File: src/rtl/arb_spec_pkg.sv
// Shared types and helpers for the N-client arbiter spec monitor.
package arb_spec_pkg;

    // Widest grant vector the helper functions accept (N_CLIENTS must not exceed it).
    localparam int unsigned MAX_CLIENTS = 64;

    // Fairness round phases: wait for the environment, then collect serviced clients.
    typedef enum logic {
        WAIT_ENV = 1'b0,
        COLLECT  = 1'b1
    } arb_state_e;

    // True when more than one bit of vec is set (clearing the lowest set bit leaves something).
    function automatic logic onehot_violation(input logic [MAX_CLIENTS-1:0] vec);
        return (vec & (vec - MAX_CLIENTS'(1))) != '0;
    endfunction

    // Increment that sticks at bound instead of wrapping.
    function automatic int unsigned sat_inc(input int unsigned cnt, input int unsigned bound);
        return (cnt >= bound) ? bound : cnt + 1;
    endfunction

endpackage

File: src/rtl/arb_fair_tracker.sv
// Bounded-response fairness tracker: per-round done vector and saturating
// collect-cycle counter, gated on the environment fairness event.
module arb_fair_tracker
    import arb_spec_pkg::*;
#(
    parameter int unsigned N_CLIENTS  = 3,
    parameter int unsigned FAIR_BOUND = 4,
    parameter int unsigned ENV_REARM  = 0
) (
    input  logic                 i_clk,
    input  logic                 i_rst,
    input  logic                 i_ready,
    input  logic [N_CLIENTS-1:0] i_fair_now,
    output logic                 o_alldone,
    output logic                 o_fair_err
);

    localparam int unsigned    CW      = $clog2(FAIR_BOUND + 1);
    localparam logic [CW-1:0]  BOUND_C = CW'(FAIR_BOUND);

    arb_state_e           state_q, state_d;
    logic [N_CLIENTS-1:0] done_q,  done_d;
    logic [CW-1:0]        cnt_q,   cnt_d;

    // A round is complete once every client has been served or was idle.
    assign o_alldone  = &done_q;
    assign o_fair_err = (cnt_q >= BOUND_C);

    // Round state register; everything clears asynchronously on reset.
    always_ff @(posedge i_clk or posedge i_rst) begin
        if (i_rst) begin
            state_q <= WAIT_ENV;
            done_q  <= '0;
            cnt_q   <= '0;
        end else begin
            state_q <= state_d;
            done_q  <= done_d;
            cnt_q   <= cnt_d;
        end
    end

    // Round clear has priority; the clearing cycle itself is not counted.
    always_comb begin
        state_d = state_q;
        done_d  = done_q;
        cnt_d   = cnt_q;
        if (o_alldone) begin
            done_d  = '0;
            cnt_d   = '0;
            state_d = (ENV_REARM != 0) ? WAIT_ENV : COLLECT;
        end else begin
            case (state_q)
                WAIT_ENV: begin
                    if (i_ready) begin
                        state_d = COLLECT;
                    end
                end
                COLLECT: begin
                    done_d = done_q | i_fair_now;
                    cnt_d  = CW'(sat_inc(32'(cnt_q), FAIR_BOUND));
                end
            endcase
        end
    end

endmodule

File: src/rtl/arb_spec_monitor_n.sv
// Safety/fairness monitor for an N-client arbiter with a controllable master
// select. Safety compares last cycle's grant against the current master,
// fairness is delegated to the round tracker, and all causes feed one error.
module arb_spec_monitor_n
    import arb_spec_pkg::*;
#(
    parameter int unsigned N_CLIENTS    = 3,
    parameter int unsigned MW           = $clog2(N_CLIENTS),
    parameter int unsigned FAIR_BOUND   = 4,
    parameter int unsigned ENV_REARM    = 0,
    parameter int unsigned STICKY       = 0,
    parameter int unsigned CHECK_ONEHOT = 0
) (
    input  logic                 i_clk,
    input  logic                 i_rst,
    input  logic                 i_ready,
    input  logic [N_CLIENTS-1:0] i_req,
    input  logic [N_CLIENTS-1:0] controllable_grant,
    input  logic [MW-1:0]        controllable_master,
    output logic                 o_err,
    output logic                 o_err_safety,
    output logic                 o_err_fair,
    output logic                 o_err_onehot
);

    logic                 reg_ready_q, reg_ready_d;
    logic [N_CLIENTS-1:0] reg_grant_q, reg_grant_d;
    logic                 err_q,       err_d;
    logic [N_CLIENTS-1:0] sel;
    logic [N_CLIENTS-1:0] fair_now;
    logic                 err_now;
    // Round-complete strobe from the tracker; only the fairness flag is consumed here.
    logic                 unused_alldone;

    // Decode the master index; values at or above N_CLIENTS select no client.
    always_comb begin
        sel = '0;
        for (int unsigned i = 0; i < N_CLIENTS; i++) begin
            sel[i] = (32'(controllable_master) == i);
        end
    end

    // A client is treated fairly this cycle if it is selected or not asking.
    assign fair_now = sel | ~i_req;

    arb_fair_tracker #(
        .N_CLIENTS  (N_CLIENTS),
        .FAIR_BOUND (FAIR_BOUND),
        .ENV_REARM  (ENV_REARM)
    ) u_fair (
        .i_clk      (i_clk),
        .i_rst      (i_rst),
        .i_ready    (i_ready),
        .i_fair_now (fair_now),
        .o_alldone  (unused_alldone),
        .o_fair_err (o_err_fair)
    );

    assign o_err_safety = reg_ready_q & (|(reg_grant_q ^ sel));
    assign o_err_onehot = (CHECK_ONEHOT != 0) && onehot_violation(MAX_CLIENTS'(controllable_grant));
    assign err_now      = o_err_safety | o_err_fair | o_err_onehot;
    assign o_err        = err_now | err_q;

    // Next values for the registered ready/grant and the optional sticky error.
    always_comb begin
        reg_ready_d = i_ready;
        reg_grant_d = controllable_grant;
        err_d       = (STICKY != 0) ? (err_q | err_now) : 1'b0;
    end

    // Previous-cycle ready/grant and sticky error; reset drops them immediately.
    always_ff @(posedge i_clk or posedge i_rst) begin
        if (i_rst) begin
            reg_ready_q <= 1'b0;
            reg_grant_q <= '0;
            err_q       <= 1'b0;
        end else begin
            reg_ready_q <= reg_ready_d;
            reg_grant_q <= reg_grant_d;
            err_q       <= err_d;
        end
    end

endmodule

File: config.mk
export PLATFORM = sky130hd
export DESIGN_NAME = arb_spec_monitor_n
export DESIGN_NICKNAME = d
export VERILOG_FILES = /design/src/rtl/arb_spec_pkg.sv /design/src/rtl/arb_fair_tracker.sv /design/src/rtl/arb_spec_monitor_n.sv
export SDC_FILE = /design/constraint.sdc
export NUM_CORES = 1
export LEC_CHECK = 0
export ABC_AREA = 1
export BUFFER_PORTS_ARGS = -buffer_cell sky130_fd_sc_hd__buf_2
export CORE_AREA = 2 2 39 41
export CTS_BUF_LIST = sky130_fd_sc_hd__clkbuf_4 sky130_fd_sc_hd__clkbuf_8
export DETAILED_ROUTE_END_ITERATION = 8
export DIE_AREA = 0 0 41 43
export PLACE_DENSITY = 0.81
export SYNTH_ARGS = -nofsm -noshare
export SYNTH_HDL_FRONTEND = slang
export SYNTH_HIERARCHICAL = 1
export SYNTH_SLANG_ARGS = --single-unit
export TNS_END_PERCENT = 50
File: constraint.sdc
create_clock -name i_clk -period 1 [get_ports i_clk]
set_input_delay 0.25 -clock i_clk [delete_from_list [all_inputs] [get_ports i_clk]]
set_output_delay 0.25 -clock i_clk [all_outputs]
set_load 0.05 [all_outputs]
Word-level counts from Yosys, hierarchy flattened
Index checks and enable logic that the tools add are counted.
Storage, ports and cells
  register bits after elaboration: 11
  input bits: 11
Cells by class
  add/sub/neg operators: 1
  $lt $le $gt $ge: 2
  eq/ne operators: 2
  mux-type cells: 8
  bitwise gates (word level): 6
  reduce and logical (&&, ||, !) cells: 4
Operators by type and width (count)
  3-bit 2-to-1 mux: 5
  3-bit >= comparator (second input constant): 2
  3-bit bitwise OR: 2
  3-bit by 1-bit adder with 3-bit output (second input constant): 1
  1-bit 2-to-1 mux: 3
  3-bit NOT: 1
  3-bit AND reduction: 1
  3-bit OR reduction: 1
  3-bit XOR: 1
  2-bit by 1-bit equality test with 1-bit output (second input constant): 1
  2-bit equality test (second input constant): 1
  2-bit logical NOT: 1
  2-bit nonzero test: 1
  1-bit bitwise AND: 1
  1-bit bitwise OR: 1

Logic depth before layout (Yosys ltp)
Gate-level depths: netlist of run 1.
  depth after elaboration: 5
  depth in mapped cells: 8
  mapped depth without buffers: 8

Modules after synthesis
Netlist of run 1, hierarchy kept.
By module, submodules not included
  arb_fair_tracker: instances 1, cells each 46, area each 360.3 sq um
  arb_spec_monitor_n: instances 1, cells each 29, area each 205.2 sq um

Worst setup path after synthesis of run 1
OpenSTA, ideal clock, no wires.
  kind: register -> output
  start point: register u_fair.cnt_q[2]
  end point: output o_err
  data arrival time: 1241 ps
  required time: 750 ps
  path slack: -491 ps
  stages on the path, launching flop included: 4
  cells stage by stage: dfrtp_1 > clkbuf_1 > inv_1 > nand2_1
On the way
  cells in the longest elaborated chain, start to end: 2
RTL lines
  start, declared: RTL line arb_fair_tracker.sv:23  | logic [CW-1:0] cnt_q, cnt_d;
  start signal, assigned: RTL line arb_fair_tracker.sv:38  | cnt_q <= cnt_d;
  3-bit >= comparator: RTL line arb_fair_tracker.sv:27  | assign o_fair_err = (cnt_q >= BOUND_C);
  named net o_err_fair: RTL line arb_spec_monitor_n.sv:22  | output logic o_err_fair,
  1-bit bitwise OR: RTL line arb_spec_monitor_n.sv:61  | assign err_now = o_err_safety | o_err_fair | o_err_onehot;
  end, declared: RTL line arb_spec_monitor_n.sv:20  | output logic o_err,
The timed path passes the listed nets, and every way through them passes these cells.

Worst setup path after layout of run 1
  start point: register reg_grant_q[0]
  end point: output o_err_safety
On the way
  cells in the longest elaborated chain, start to end: 3
RTL lines
  start, declared: RTL line arb_spec_monitor_n.sv:27  | logic [N_CLIENTS-1:0] reg_grant_q, reg_grant_d;
  start signal, assigned: RTL line arb_spec_monitor_n.sv:79  | reg_grant_q <= reg_grant_d;
  3-bit XOR: RTL line arb_spec_monitor_n.sv:59  | assign o_err_safety = reg_ready_q & (|(reg_grant_q ^ sel));
  3-bit OR reduction: RTL line arb_spec_monitor_n.sv:59
  1-bit bitwise AND: RTL line arb_spec_monitor_n.sv:59
  end, declared: RTL line arb_spec_monitor_n.sv:21  | output logic o_err_safety,
No other way between the ends.

==> run_summary.xml, run 1 <==
<?xml version="1.0" encoding="UTF-8"?>
<metrics>
  <group name="run_status">
    <metric name="run_status" unit="">finished, violations left</metric>
    <metric name="violated_checks" unit="">negative setup slack</metric>
  </group>
  <group name="global_routing">
    <metric name="grt_first_pass_wirelength" unit="um">1440</metric>
    <metric name="number_of_antenna_violations_at_the_first_check_in_global_routing" unit="">0</metric>
    <metric name="grt.met1_usage" unit="%">14.0</metric>
    <metric name="grt_start_max_net_pins" unit="">10</metric>
    <metric name="first_global_vias" unit="">383</metric>
    <metric name="global_route_track_usage_on_met2" unit="%">20.3</metric>
    <metric name="grt_overflow_total" unit="">0</metric>
    <metric name="grt_most_used_layer" unit="">met2</metric>
    <metric name="groute.layer.met3.usage" unit="%">3.14</metric>
    <metric name="global_route.usage.total" unit="%">13.0</metric>
  </group>
  <group name="cells_and_area">
    <metric name="instances_no_fill" unit="">108</metric>
    <metric name="most-common-layout-cells" unit="">nand2_1, inv_1, dfrtp_1</metric>
    <metric name="fin_util" unit="%">50.9</metric>
    <metric name="post_layout_net_count" unit="">106</metric>
    <metric name="n_antenna_cell" unit="">0</metric>
    <metric name="layout_commonest_cell" unit="">nand2_1</metric>
    <metric name="area_delta_synth_final" unit="%">24.6</metric>
    <metric name="share_of_cells_above_drive_strength_1" unit="%">23.9</metric>
  </group>
  <group name="synth">
    <metric name="ys_ff_latch" unit="">11</metric>
    <metric name="synth_area_per_cell" unit="um^2">7.54</metric>
    <metric name="synthTopCellsByArea" unit="">dfrtp_1, nand2_1, inv_1, ha_1, nand3_1</metric>
    <metric name="synthesis.nets" unit="">88</metric>
    <metric name="register_area_share_after_synthesis" unit="%">48.7</metric>
    <metric name="synth_area_leader_cell" unit="">dfrtp_1</metric>
    <metric name="yosys_warnings" unit="">6</metric>
    <metric name="syn_area" unit="um^2">566</metric>
    <metric name="ys_types" unit="">15</metric>
    <metric name="synth_top_cell_area_share" unit="%">48.7</metric>
    <metric name="netlist_instances" unit="">75</metric>
  </group>
  <group name="pwr">
    <metric name="clock_network_power_share" unit="%">20.4</metric>
    <metric name="comb_power_share" unit="%">37.9</metric>
    <metric name="power_switching_share" unit="%">37.8</metric>
    <metric name="power.share.sequential" unit="%">41.7</metric>
    <metric name="power_switching" unit="uW">594</metric>
    <metric name="power_density" unit="mW/mm^2">2230</metric>
    <metric name="cellInternalPower" unit="uW">977</metric>
    <metric name="totalPowerFinal" unit="mW">1.57</metric>
    <metric name="power.static_leakage" unit="nW">0.448</metric>
    <metric name="vdd.ir_drop.worst" unit="V">0.00102</metric>
  </group>
  <group name="floorplanning">
    <metric name="floorplan.initialDensity" unit="%">40.9</metric>
    <metric name="floorplan.die.height" unit="um">43</metric>
    <metric name="design.portCount" unit="">15</metric>
    <metric name="die_area" unit="mm^2">0.00176</metric>
    <metric name="chipWidth" unit="um">41</metric>
    <metric name="std_cell_rows" unit="">14</metric>
    <metric name="core_region_area" unit="mm^2">0.00138</metric>
  </group>
  <group name="routing">
    <metric name="dr.first_iter.drc_count" unit="">3</metric>
    <metric name="postRouteAntennaNets" unit="">0</metric>
    <metric name="routed_via_density" unit="">4.12</metric>
    <metric name="detail_route.drc_violations" unit="">0</metric>
    <metric name="detail_route.first_pass.iterations" unit="">3</metric>
    <metric name="detail_route.wirelength" unit="um">934</metric>
    <metric name="detailroute.via_count" unit="">445</metric>
    <metric name="route.detailed.wl_per_inst" unit="um">8.65</metric>
  </group>
  <group name="min_path">
    <metric name="hp_class" unit="">in2reg</metric>
  </group>
  <group name="critical_path">
    <metric name="crit_path_max_incr_delay" unit="ps">380</metric>
    <metric name="path_class" unit="">reg2out</metric>
    <metric name="critPathArrivalTime" unit="ps">1210</metric>
    <metric name="cell_type_with_the_highest_occurrence_count_on_the_critical_path" unit="">nand2_1</metric>
    <metric name="critPathRequiredTime" unit="ps">750</metric>
    <metric name="timing.critical_path.to_type" unit="">primary output</metric>
    <metric name="slowest_stage" unit="">dfrtp_1</metric>
    <metric name="cells_along_the_critical_path" unit="">o21bai_1 -&gt; nand2_1 -&gt; nand3_1 -&gt; nand2_1 -&gt; inv_1 -&gt; buf_6</metric>
    <metric name="cp_max_fo" unit="">2</metric>
    <metric name="startpoint_type" unit="">register</metric>
  </group>
  <group name="clocking">
    <metric name="cts_tree" unit="">yes</metric>
    <metric name="latest_clock_arrival_within_the_worst_skew_pair" unit="ps">260</metric>
    <metric name="clock_tree.root_cell" unit="">clkbuf_4</metric>
    <metric name="cts-buffers-inserted" unit="">3</metric>
    <metric name="cts_sinks" unit="">11</metric>
    <metric name="clk_path_buf_depth" unit="">2</metric>
    <metric name="htreeDepth" unit="">1</metric>
    <metric name="worst_setup_hold_path_clk_slew" unit="ps">70</metric>
  </group>
  <group name="timing">
    <metric name="rsz0062_at_grt" unit="">yes</metric>
    <metric name="final.setup_skew" unit="ps">2.21</metric>
    <metric name="setup_viol" unit="">3</metric>
    <metric name="timing.final.crit_share" unit="%">146</metric>
    <metric name="clock.fmax" unit="MHz">685</metric>
    <metric name="finalMaxSlewViolations" unit="">0</metric>
    <metric name="setup_ws" unit="ps">-459</metric>
    <metric name="fin_hold_viols" unit="">0</metric>
    <metric name="hold-worst-slack" unit="ps">87.8</metric>
    <metric name="layout_min_cycle_time" unit="ps">1460</metric>
  </group>
  <group name="place">
    <metric name="placement.setup.worst_slack" unit="ps">-356</metric>
    <metric name="hpwlAfterDp" unit="um">721</metric>
    <metric name="gp_congestion" unit="">0.755</metric>
    <metric name="placement.io_buffers" unit="">13</metric>
    <metric name="dp_cells" unit="">103</metric>
  </group>
  <group name="flow_run">
    <metric name="drv.max_cap_violation_count" unit="">0</metric>
  </group>
</metrics>
-- logic make-up (layout without fill, tap and decap cells) --
logic type | Yosys count | after routing | share of synthesized area, %
AO/OA/AOI/OAI | 4 | 4 | 4.65
adder cells (fa/ha/maj) | 2 | 2 | 4.42
buffers and inverters | 22 | 39 | 16.6
flip-flops | 11 | 11 | 48.7
other | 1 | 1 | 0.663
AND/OR/NAND/NOR | 35 | 35 | 25.0
-- sequential cells by signal, indices dropped and copies added (netlist names) --
name / flops
reg_grant_q: 3
reg_ready_q: 1
u_fair/cnt_q: 3
u_fair/done_q: 3
u_fair/state_q: 1
-- what timing repair did --
| action | in CTS | in global routing |
|---|---|---|
| resized for setup | 6 | 0 |
| hold endpoints to repair | 11 | 0 |
| buffers inserted | 0 | 0 |
| hold buffers | 1 | 0 |
| endpoints found under the setup margin | 3 | 4 |
-- synth_stat cells --
cell and instances:
nand2_1 28, inv_1 19, dfrtp_1 11, nand3_1 3, nor2_1 3, ha_1 2, a21oi_1 1, a21oi_2 1
buf_4 1, buf_6 1, clkbuf_1 1, conb_1 1, nand3_2 1, o21ai_0 1, o21bai_1 1
-- power by group through the flow --
| stage | logic [mW] | registers, mW | clock network, mW |
|---|---|---|---|
| final | 0.595 | 0.656 | 0.320 |
| after detailed placement | 0.555 | 0.663 | 0 |
| after global routing | 0.683 | 0.671 | 0.365 |
| after CTS | 0.601 | 0.657 | 0.341 |
| after floorplan | 0.466 | 0.641 | 0 |
| after global placement | 0.548 | 0.657 | 0 |
-- stage by stage --
stage / cell area, um^2 / TNS (ps)
floorplan: 569 / -352
global placement: 646 / -628
detailed placement: 646 / -708
CTS: 704 / -1050
global route: 704 / -1270
finish: 704 / -990
-- area by class of cell --
cell class	instances	area (um^2)
clock buffers	4	30.0
fillers	134	679
inverters	19	71.3
multi-input cells	42	199
flip-flops and latches	11	275
well taps	16	20.0
repair buffers	16	109
-- metal layers --
layer  vias to the layer above  share of wire [%]
met3                         2                3.7
met5                         -                  0
met2                         7                 52
met4                         0               0.54
li1                        247                  -
met1                       189                 44
-- final timing paths --
path                                              start                      endpoint  slack [ps]  cells after the start
setup reg to reg            u_fair/cnt_q[0]$_DFFE_PP0P_   u_fair/cnt_q[1]$_DFFE_PP0P_          10                      4
hold / removal                    controllable_grant[1]      reg_grant_q[1]$_DFF_PP0_          90                      1
max in group asynchronous                         i_rst   u_fair/cnt_q[2]$_DFFE_PP0P_         290                      3
hold reg to reg            u_fair/done_q[2]$_DFFE_PP0P_  u_fair/done_q[2]$_DFFE_PP0P_         570                      4
min in group asynchronous                         i_rst      reg_grant_q[0]$_DFF_PP0_         440                      3
setup / recovery               reg_grant_q[0]$_DFF_PP0_                  o_err_safety        -460                      6
-- worst max-delay path: cells and delay by family, from the launching register on --
kind                   cells  cell delay [ps]
DFF                        1              380
and+or+nand+nor            3              220
buffers and inverters      2              190
AOI/OAI and AO/OA          1              150
(Power assumes the default switching activity.)
==> run 2: changes to the inputs <==
RECOVER_POWER = 100   (was not set)
==> run 2 against run 1 <==
Net effect:
- critical path depth unchanged
- first-iteration DRC count increased by 67%
- sequential power about the same
- critical path type unchanged
- clock power about the same
- wire length increased by 0.32%
- fmax unchanged
- power about the same
- cell count unchanged
- the flow still finishes with violations (negative setup slack)
- non-clock buffer count unchanged
- design area decreased by 0.18%
==> run_summary.xml, run 2 (synthesized netlist as in run 1, its figures left out) <==
<?xml version="1.0" encoding="UTF-8"?>
<metrics>
  <group name="critical_path">
    <metric name="crit-reg2reg-launch" unit="">u_fair/cnt_q[0]$_DFFE_PP0P_</metric>
    <metric name="crit_start" unit="">reg_grant_q[0]$_DFF_PP0_</metric>
    <metric name="critPathRequiredTime" unit="ps">750</metric>
    <metric name="rrSetupSlack" unit="ps">10</metric>
    <metric name="crit_path_end" unit="">o_err_safety</metric>
    <metric name="cell_type_with_the_highest_occurrence_count_on_the_critical_path" unit="">nand2_1</metric>
    <metric name="cp_max_fo" unit="">2</metric>
    <metric name="slowest_stage" unit="">dfrtp_1</metric>
    <metric name="cells_along_the_critical_path" unit="">o21bai_1 -&gt; nand2_1 -&gt; nand3_1 -&gt; nand2_1 -&gt; inv_1 -&gt; buf_6</metric>
    <metric name="timing.critical_path.to_type" unit="">primary output</metric>
    <metric name="critical_path.top_delay_family" unit="">flip-flops</metric>
    <metric name="path_class" unit="">reg2out</metric>
    <metric name="startpoint_type" unit="">register</metric>
    <metric name="worstPathBufferInverterCount" unit="">2</metric>
    <metric name="r2r-end" unit="">u_fair/cnt_q[1]$_DFFE_PP0P_</metric>
    <metric name="crit_path_max_incr_delay" unit="ps">380</metric>
    <metric name="worst_r2r_path_depth" unit="">4</metric>
    <metric name="critPathArrivalTime" unit="ps">1210</metric>
    <metric name="cp_num_cells" unit="">6</metric>
  </group>
  <group name="global_routing">
    <metric name="grt_overflow_total" unit="">0</metric>
    <metric name="first_global_vias" unit="">383</metric>
    <metric name="grt_first_pass_wirelength" unit="um">1440</metric>
    <metric name="number_of_antenna_violations_at_the_first_check_in_global_routing" unit="">0</metric>
    <metric name="global_route.usage.total" unit="%">13.0</metric>
    <metric name="grt_start_max_net_pins" unit="">10</metric>
  </group>
  <group name="clocking">
    <metric name="clk_path_buf_depth" unit="">2</metric>
    <metric name="clock_tree.root_cell" unit="">clkbuf_4</metric>
    <metric name="cts_tree" unit="">yes</metric>
    <metric name="cts-buffers-inserted" unit="">3</metric>
    <metric name="cts_setup_buffers" unit="">0</metric>
    <metric name="htreeDepth" unit="">1</metric>
    <metric name="latest_clock_arrival_within_the_worst_skew_pair" unit="ps">260</metric>
    <metric name="cts_sinks" unit="">11</metric>
    <metric name="worst_setup_hold_path_clk_slew" unit="ps">70</metric>
  </group>
  <group name="routing">
    <metric name="wl_met1" unit="um">409</metric>
    <metric name="detailroute.via_count" unit="">445</metric>
    <metric name="route.detailed.wl_per_inst" unit="um">8.68</metric>
    <metric name="route.top_layer_used" unit="">met4</metric>
    <metric name="detail_route.drc_violations" unit="">0</metric>
    <metric name="wl_met2" unit="um">486</metric>
    <metric name="detail_route.first_pass.iterations" unit="">3</metric>
    <metric name="routed_via_density" unit="">4.12</metric>
    <metric name="route.met3.wl" unit="um">35</metric>
    <metric name="postRouteAntennaNets" unit="">0</metric>
    <metric name="dr.first_iter.drc_count" unit="">5</metric>
    <metric name="detail_route.wirelength" unit="um">937</metric>
  </group>
  <group name="pwr">
    <metric name="power_switching" unit="uW">596</metric>
    <metric name="comb_power_share" unit="%">37.9</metric>
    <metric name="vdd.ir_drop.worst" unit="V">0.00106</metric>
    <metric name="totalPowerFinal" unit="mW">1.57</metric>
    <metric name="clock_network_power_share" unit="%">20.4</metric>
    <metric name="cellInternalPower" unit="uW">976</metric>
    <metric name="power_switching_share" unit="%">37.9</metric>
    <metric name="power.share.sequential" unit="%">41.7</metric>
    <metric name="power_density" unit="mW/mm^2">2240</metric>
    <metric name="power.static_leakage" unit="nW">0.445</metric>
  </group>
  <group name="cells_and_area">
    <metric name="final_design_area_no_fill" unit="um^2">703</metric>
    <metric name="post_layout_net_count" unit="">106</metric>
    <metric name="layout_commonest_cell" unit="">nand2_1</metric>
    <metric name="area_delta_synth_final" unit="%">24.3</metric>
    <metric name="n_antenna_cell" unit="">0</metric>
    <metric name="instances_no_fill" unit="">108</metric>
    <metric name="share_of_cells_above_drive_strength_1" unit="%">22.8</metric>
    <metric name="layout_top_registers" unit="">reg_grant_q: 3 flops, u_fair/cnt_q: 3 flops, u_fair/done_q: 3 flops</metric>
    <metric name="most-common-layout-cells" unit="">nand2_1, inv_1, dfrtp_1</metric>
  </group>
  <group name="timing">
    <metric name="final.setup_skew" unit="ps">2.21</metric>
    <metric name="hold-worst-slack" unit="ps">87.8</metric>
    <metric name="fin_tns_setup" unit="ps">-990</metric>
    <metric name="fin_hold_viols" unit="">0</metric>
    <metric name="setup_viol" unit="">3</metric>
    <metric name="layout_min_cycle_time" unit="ps">1460</metric>
    <metric name="rsz0062_at_grt" unit="">yes</metric>
    <metric name="timing.final.crit_share" unit="%">146</metric>
    <metric name="finalMaxSlewViolations" unit="">0</metric>
    <metric name="setup_ws" unit="ps">-459</metric>
    <metric name="clock.fmax" unit="MHz">685</metric>
  </group>
  <group name="place">
    <metric name="postPlaceCellArea" unit="um^2">646</metric>
    <metric name="hpwlAfterDp" unit="um">721</metric>
    <metric name="dp_cells" unit="">103</metric>
    <metric name="gp_congestion" unit="">0.755</metric>
    <metric name="placement.io_buffers" unit="">13</metric>
  </group>
  <group name="floorplanning">
    <metric name="std_cell_rows" unit="">14</metric>
    <metric name="floorplan.initialDensity" unit="%">40.9</metric>
    <metric name="core_region_area" unit="mm^2">0.00138</metric>
    <metric name="design.portCount" unit="">15</metric>
    <metric name="floorplan.die.height" unit="um">43</metric>
    <metric name="die_area" unit="mm^2">0.00176</metric>
    <metric name="chipWidth" unit="um">41</metric>
  </group>
  <group name="run_status">
    <metric name="violated_checks" unit="">negative setup slack</metric>
    <metric name="run_status" unit="">finished, violations left</metric>
  </group>
  <group name="min_path">
    <metric name="hp_class" unit="">in2reg</metric>
  </group>
  <group name="flow_run">
    <metric name="drv.max_cap_violation_count" unit="">0</metric>
  </group>
</metrics>
-- run 2: cell types whose count changed in the layout (fill, tap and decap cells not counted) --
cell,before,now
buf_2,10,9
clkbuf_1,0,1
-- run 2: cell type report --
class / count / area (um^2)
fillers: 135 / 681
flip-flops and latches: 11 / 275
multi-input cells: 42 / 199
repair buffers: 16 / 108
inverters: 19 / 71.3
clock buffers: 4 / 30.0
well taps: 16 / 20.0
-- run 2: worst min path at each step --
stage / from / end / slack, ps / depth (start not counted)
after floorplan: i_rst / reg_grant_q[0]$_DFF_PP0_ / 20 / 1
after global placement: i_rst / reg_ready_q$_DFF_PP0_ / 150 / 2
after detailed placement: i_rst / reg_grant_q[0]$_DFF_PP0_ / 150 / 2
after CTS: controllable_grant[1] / reg_grant_q[1]$_DFF_PP0_ / 70 / 1
after global routing: controllable_grant[1] / reg_grant_q[1]$_DFF_PP0_ / 70 / 1
final: controllable_grant[1] / reg_grant_q[1]$_DFF_PP0_ / 90 / 1
-- run 2: power groups by stage --
stage / Clock [mW] / Combinational [mW] / Sequential, mW
after floorplan: 0 / 0.466 / 0.641
after global placement: 0 / 0.548 / 0.657
after detailed placement: 0 / 0.555 / 0.663
after CTS: 0.341 / 0.601 / 0.657
after global routing: 0.365 / 0.683 / 0.671
final: 0.320 / 0.596 / 0.656
-- run 2: routing by layer --
metal / vias to the layer above / track usage, %
met4: 0 / 10.0
met5: - / 0
met1: 189 / 14.0
met3: 2 / 3.14
li1: 247 / -
met2: 7 / 20.3
-- run 2: worst reg2reg max path, delay by kind of cell, from the launching register on --
kind,cells,cell delay (ps)
buffers and inverters,1,60
AOI/OAI and AO/OA,1,120
adders and majority gates,1,270
DFF,1,390
and+or+nand+nor,1,80
-- run 2: repair_timing --
item,CTS,global route
resized for setup,6,0
hold endpoints to repair,11,0
hold buffers,1,0
setup endpoints to repair,3,4
-- run 2: stage by stage --
step / util (%) / setup WS [ps]
global placement: 46.7 / -316
floorplan: - / -195
detailed placement: 46.7 / -356
finish: 50.8 / -459
CTS: 50.9 / -476
global route: 50.8 / -551
